[src/rtl/jc_gate_counter_pkg.sv]
// Shared constants for the Johnson-code gate counter: phase table,
// BCD digit limit, count width, and the Johnson decode helper.
package jc_gate_counter_pkg;

  localparam int         CNT_W     = 8;
  localparam logic [3:0] DIGIT_MAX = 4'h9;

  localparam logic [3:0] JC_P0 = 4'b0000;
  localparam logic [3:0] JC_P1 = 4'b0001;
  localparam logic [3:0] JC_P2 = 4'b0011;
  localparam logic [3:0] JC_P3 = 4'b0111;
  localparam logic [3:0] JC_P4 = 4'b1111;
  localparam logic [3:0] JC_P5 = 4'b1110;
  localparam logic [3:0] JC_P6 = 4'b1100;
  localparam logic [3:0] JC_P7 = 4'b1000;

  typedef struct packed {
    logic       valid;
    logic [2:0] ph;
  } jc_dec_t;

  function automatic jc_dec_t jc_decode(input logic [3:0] code);
    jc_dec_t d;
    d = '{valid: 1'b0, ph: 3'd0};
    case (code)
      JC_P0: d = '{valid: 1'b1, ph: 3'd0};
      JC_P1: d = '{valid: 1'b1, ph: 3'd1};
      JC_P2: d = '{valid: 1'b1, ph: 3'd2};
      JC_P3: d = '{valid: 1'b1, ph: 3'd3};
      JC_P4: d = '{valid: 1'b1, ph: 3'd4};
      JC_P5: d = '{valid: 1'b1, ph: 3'd5};
      JC_P6: d = '{valid: 1'b1, ph: 3'd6};
      JC_P7: d = '{valid: 1'b1, ph: 3'd7};
      default: d = '{valid: 1'b0, ph: 3'd0};
    endcase
    return d;
  endfunction

endpackage

[src/rtl/jc_gate_counter_bcd_digit.sv]
// One BCD digit: count enable, synchronous clear with optional
// load-of-one, and a combinational carry-out at digit maximum.
module bcd_digit
  import jc_gate_counter_pkg::*;
(
  input  logic       clk,
  input  logic       rst,
  input  logic       en_i,
  input  logic       clr_i,
  input  logic       ld1_i,
  output logic [3:0] q_o,
  output logic       co_o
);

  logic [3:0] q_q;
  logic [3:0] q_d;

  always_comb begin
    q_d = q_q;
    if (clr_i) begin
      q_d = ld1_i ? 4'd1 : 4'd0;
    end else if (en_i) begin
      q_d = (q_q == DIGIT_MAX) ? 4'd0 : q_q + 4'd1;
    end
  end

  always_ff @(posedge clk or posedge rst) begin
    if (rst) q_q <= 4'd0;
    else     q_q <= q_d;
  end

  assign q_o  = q_q;
  assign co_o = en_i & (q_q == DIGIT_MAX);

endmodule

[src/rtl/jc_gate_counter.sv]
// Two-digit BCD gate counter fed by a Johnson counter cascade.
// Define JC_CODE_CHECK_EN to hold ph and flag err on illegal jq codes.
module jc_gate_counter
  import jc_gate_counter_pkg::*;
(
  input  logic             clk,
  input  logic             R,
  input  logic             ce,
  input  logic [3:0]       jq,
  input  logic             lat,
  output logic [2:0]       ph,
  output logic [CNT_W-1:0] cnt,
  output logic [CNT_W-1:0] dsp,
  output logic             ovf,
  output logic             err,
  output logic             CEO
);

  logic       units_co;
  logic       tens_co;
  logic [3:0] units_q;
  logic [3:0] tens_q;

  // lat with ce restarts the gate already holding this cycle's pulse
  bcd_digit u_units (
    .clk   (clk),
    .rst   (R),
    .en_i  (ce),
    .clr_i (lat),
    .ld1_i (ce),
    .q_o   (units_q),
    .co_o  (units_co)
  );

  bcd_digit u_tens (
    .clk   (clk),
    .rst   (R),
    .en_i  (units_co),
    .clr_i (lat),
    .ld1_i (1'b0),
    .q_o   (tens_q),
    .co_o  (tens_co)
  );

  assign cnt = {tens_q, units_q};

  logic [2:0]       ph_q, ph_d;
  logic [CNT_W-1:0] dsp_q, dsp_d;
  logic             ovf_q, ovf_d;
  logic             err_q, err_d;
  jc_dec_t          dec;

  always_comb begin
    dec   = jc_decode(jq);
    dsp_d = lat ? cnt : dsp_q;
    ovf_d = ovf_q;
    if (lat)          ovf_d = 1'b0;
    else if (tens_co) ovf_d = 1'b1;
`ifdef JC_CODE_CHECK_EN
    ph_d  = dec.valid ? dec.ph : ph_q;
    err_d = err_q | ~dec.valid;
`else
    ph_d  = dec.ph;
    err_d = 1'b0;
`endif
  end

  always_ff @(posedge clk or posedge R) begin
    if (R) begin
      ph_q  <= 3'd0;
      dsp_q <= '0;
      ovf_q <= 1'b0;
      err_q <= 1'b0;
    end else begin
      ph_q  <= ph_d;
      dsp_q <= dsp_d;
      ovf_q <= ovf_d;
      err_q <= err_d;
    end
  end

  assign ph  = ph_q;
  assign dsp = dsp_q;
  assign ovf = ovf_q;
  assign err = err_q;
  assign CEO = tens_co & ~lat & ~R;

endmodule

[config.mk]
export PLATFORM = sky130hd
export DESIGN_NAME = jc_gate_counter
export DESIGN_NICKNAME = d
export VERILOG_FILES = /design/src/rtl/jc_gate_counter_pkg.sv /design/src/rtl/jc_gate_counter_bcd_digit.sv /design/src/rtl/jc_gate_counter.sv
export SDC_FILE = /design/constraint.sdc
export NUM_CORES = 1
export LEC_CHECK = 0
export ABC_AREA = 1
export BUFFER_PORTS_ARGS = -buffer_cell sky130_fd_sc_hd__buf_2
export CORE_ASPECT_RATIO = 0.75
export CORE_MARGIN = 1.5
export CORE_UTILIZATION = 49
export CTS_CLUSTER_DIAMETER = 100
export DETAILED_ROUTE_END_ITERATION = 7
export GPL_TIMING_DRIVEN = 0
export PLACE_DENSITY = 0.77
export RECOVER_POWER = 25
export SLEW_MARGIN = 15
export SYNTH_ARGS = -nofsm -noshare
export SYNTH_HDL_FRONTEND = slang
export SYNTH_SLANG_ARGS = --single-unit
[constraint.sdc]
create_clock -name clk -period 1.74 [get_ports clk]
set_clock_uncertainty 0.2 [all_clocks]
set_input_delay 0.348 -clock clk [delete_from_list [all_inputs] [get_ports clk]]
set_output_delay 0.348 -clock clk [all_outputs]
set_load 0.1 [all_outputs]
==> results.cfg <==
[layout]
syn_to_final_growth_pct = 41.4
final_nets = 176
final_area_mm2 = 0.00139
antenna_cells = 0
drive_above_1_share_pct = 38.7
fin_cells = 185
n_fill_cell = 129

[timing]
fin_ws_ns = -0.431
hold_slack_ns = -0.0211
min_period_ns = 2.17
drv_slew = 0
fmax_ghz = 0.461
setup-violations-final = 3
max_slew_margin_pct = 51.2
period_share_pct = 125
hold_viol = 20
worstMarginPinSlew_ns = 0.731
tns_ns = -0.498
rsz0062_at_grt = yes

[detailed_routing]
dr.pass1.iters = 4
post_drt_wl_per_cell_um = 12.6
vias = 962
drt-total-wl_um = 2340
remaining_drc_errors = 0
via_per_inst = 5.20
drt-initial-drc-count = 12
ant_nets = 0

[placement]
postPlaceCellArea_mm2 = 0.00121
place_congestion = 0.874
port_buffers = 28
dp_hpwl_um = 1510
dp.cells = 171

[clock_tree]
clockBufferDepth = 2
ctsHoldBuffers = 0
clock_latency_ns = 0.31
clockRootBuffer = clkbuf_4
h-tree-depth = 1
path_clk_slew_ns = 0.11
clock-sinks = 20
cts_buffers = 3
cts_tree = yes

[worst_setup_path]
cp-end-kind = output pin
path_class = register to output pin
cp_max_fo = 2
cp.arrival_ns = 1.62
start_kind = register
worstPathRequired_ns = 1.19

[grt]
busiest_layer = met2
grt_max_degree = 21
gr-usage-met3_pct = 8.63
grt_pass1_wl_um = 3800
grt-ovfl-total = 0
antenna_found_initial = 0
met1_usage_pct = 26.9
grt_pass1_vias = 874
grt_usage_pct = 23.0
met2_usage_pct = 36.4

[floorplan]
fp.dieArea_mm2 = 0.00229
start_util_pct = 54.5
dieHeight_um = 41.8
die_x_um = 54.8
ios = 30
coreArea_mm2 = 0.00181
row_count = 13

[yosys]
avgSynthCellArea_um2 = 8.14
synth_cells = 121
ys_seq_area_share_pct = 50.8
yosys_warnings = 0
yosysMostFrequentCell = nand2_1
synthTopCellsByArea = dfrtp_1 51%, nand2_1 13%, inv_1 6.1%, ha_1 5.1%, nand3_1 5.1%
synthTopCellsByCount = 33 x nand2_1, 20 x dfrtp_1, 16 x inv_1
synth_top_area_share_pct = 50.8
synth-edff-count = 0
synth_area_leader_cell = dfrtp_1
synth.distinct_cells = 20
synth_nets = 133
synth_seq_cells = 20
synth_area_um2 = 985
ys.flop_type = dfrtp_1
synthArstFlopShare_pct = 100

[run]
drv_cap = 0

[power]
powerDensity_mw_per_mm2 = 744
p_leak_nw = 0.732
vdd_ir_drop_max_mv = 0.530

[status]
status = finished with violations
violations = negative hold slack, negative setup slack

[hold_path]
min_path_type = primary input to async pin
[final timing paths]
check | from | to | slack (ns) | depth (start not counted)
max reg2reg | u_tens.q_o[0] | u_tens.q_o[2] | 0.09 | 8
min reg2reg | ovf | ovf | 0.30 | 2
min | R | dsp[7] | -0.02 | 2
max | u_tens.q_o[1] | CEO | -0.43 | 7
min in group clk | jq[1] | ph[1] | 0.07 | 3
max in group asynchronous | R | u_units.q_o[1] | 0.83 | 2
[routing by layer]
layer  part of all wire [%]  vias up
met5                      0        -
met1                     42      446
met4                    3.1        0
met2                     49       35
li1                       -      467
met3                    5.6       14
[critical path: stages (launching register included)]
cell     delay [ns]
dfrtp_4        0.51
inv_4          0.07
ha_4           0.12
nand2_2        0.07
nor2_4         0.14
nand3_4        0.10
nor2_4         0.12
buf_12         0.18
[stage by stage]
| stage | setup slack (ns) | utilization [%] | hold WS [ns] | power [mW] |
|---|---|---|---|---|
| 2_1_floorplan | -0.510 | - | 0.112 | 0.747 |
| 6_report | -0.431 | 77.1 | -0.0211 | 1.04 |
| 4_1_cts | -0.402 | 76.4 | 0.0187 | 1.04 |
| 5_1_grt | -0.518 | 77.1 | 0.0475 | 1.09 |
| 3_5_place_dp | -0.391 | 67.3 | 0.277 | 0.799 |
| 3_3_place_gp | -0.378 | 67.3 | 0.258 | 0.795 |
[kinds of logic (layout without fill, tap and decap cells)]
| family | Yosys count | in the layout | synth area share (%) |
|---|---|---|---|
| other cells | 1 | 1 | 0.381 |
| compound gates | 15 | 15 | 8.01 |
| flops | 20 | 20 | 50.8 |
| fa+ha+maj | 4 | 4 | 5.08 |
| buf+inv | 21 | 63 | 8.64 |
| simple gates | 60 | 60 | 27.1 |
[layout by cell type (no fill, tap or decap), drive strengths merged]
cell type | synthesis | layout
dfrtp | 20 | 20
o22ai | 1 | 1
clkbuf | 0 | 8
nor2 | 12 | 12
ha | 4 | 4
buf | 3 | 37
a211oi | 1 | 1
inv | 18 | 18
a21oi | 5 | 5
conb | 1 | 1
o21ai | 8 | 8
nand4 | 3 | 3
nor3b | 1 | 1
nand3 | 11 | 11
nand2 | 33 | 33
[sequential cells by signal (all words and copies together), names as in the netlist]
signal	cells
dsp	8
u_tens.q_o	4
u_units.q_o	4
ph	3
ovf	1
[power breakdown]
part | internal (mW) | total (mW) | leakage (nW) | switching, mW
sequential | 0.488 | 0.507 | 0.258 | 0.0186
combinational | 0.0639 | 0.303 | 0.459 | 0.239
clock | 0.0895 | 0.226 | 0.0150 | 0.137
total | 0.641 | 1.04 | 0.732 | 0.394
[layout make-up]
class / count / area (um2) / area share, %
Buffer: 3 / 17.5 / 1.26
Tap cell: 22 / 27.5 / 1.98
Multi-Input combinational cell: 80 / 467 / 33.5
Inverter: 18 / 72.6 / 5.21
Timing Repair Buffer: 38 / 263 / 18.9
Clock buffer: 4 / 26.3 / 1.89
Sequential cell: 20 / 519 / 37.3
[repair_timing]
action	4_1_cts	5_1_grt
pin swaps	5	0
setup endpoints to repair	7	7
setup buffers	10	0
resized for setup	17	5
Power figures use the tool's default switching activity.
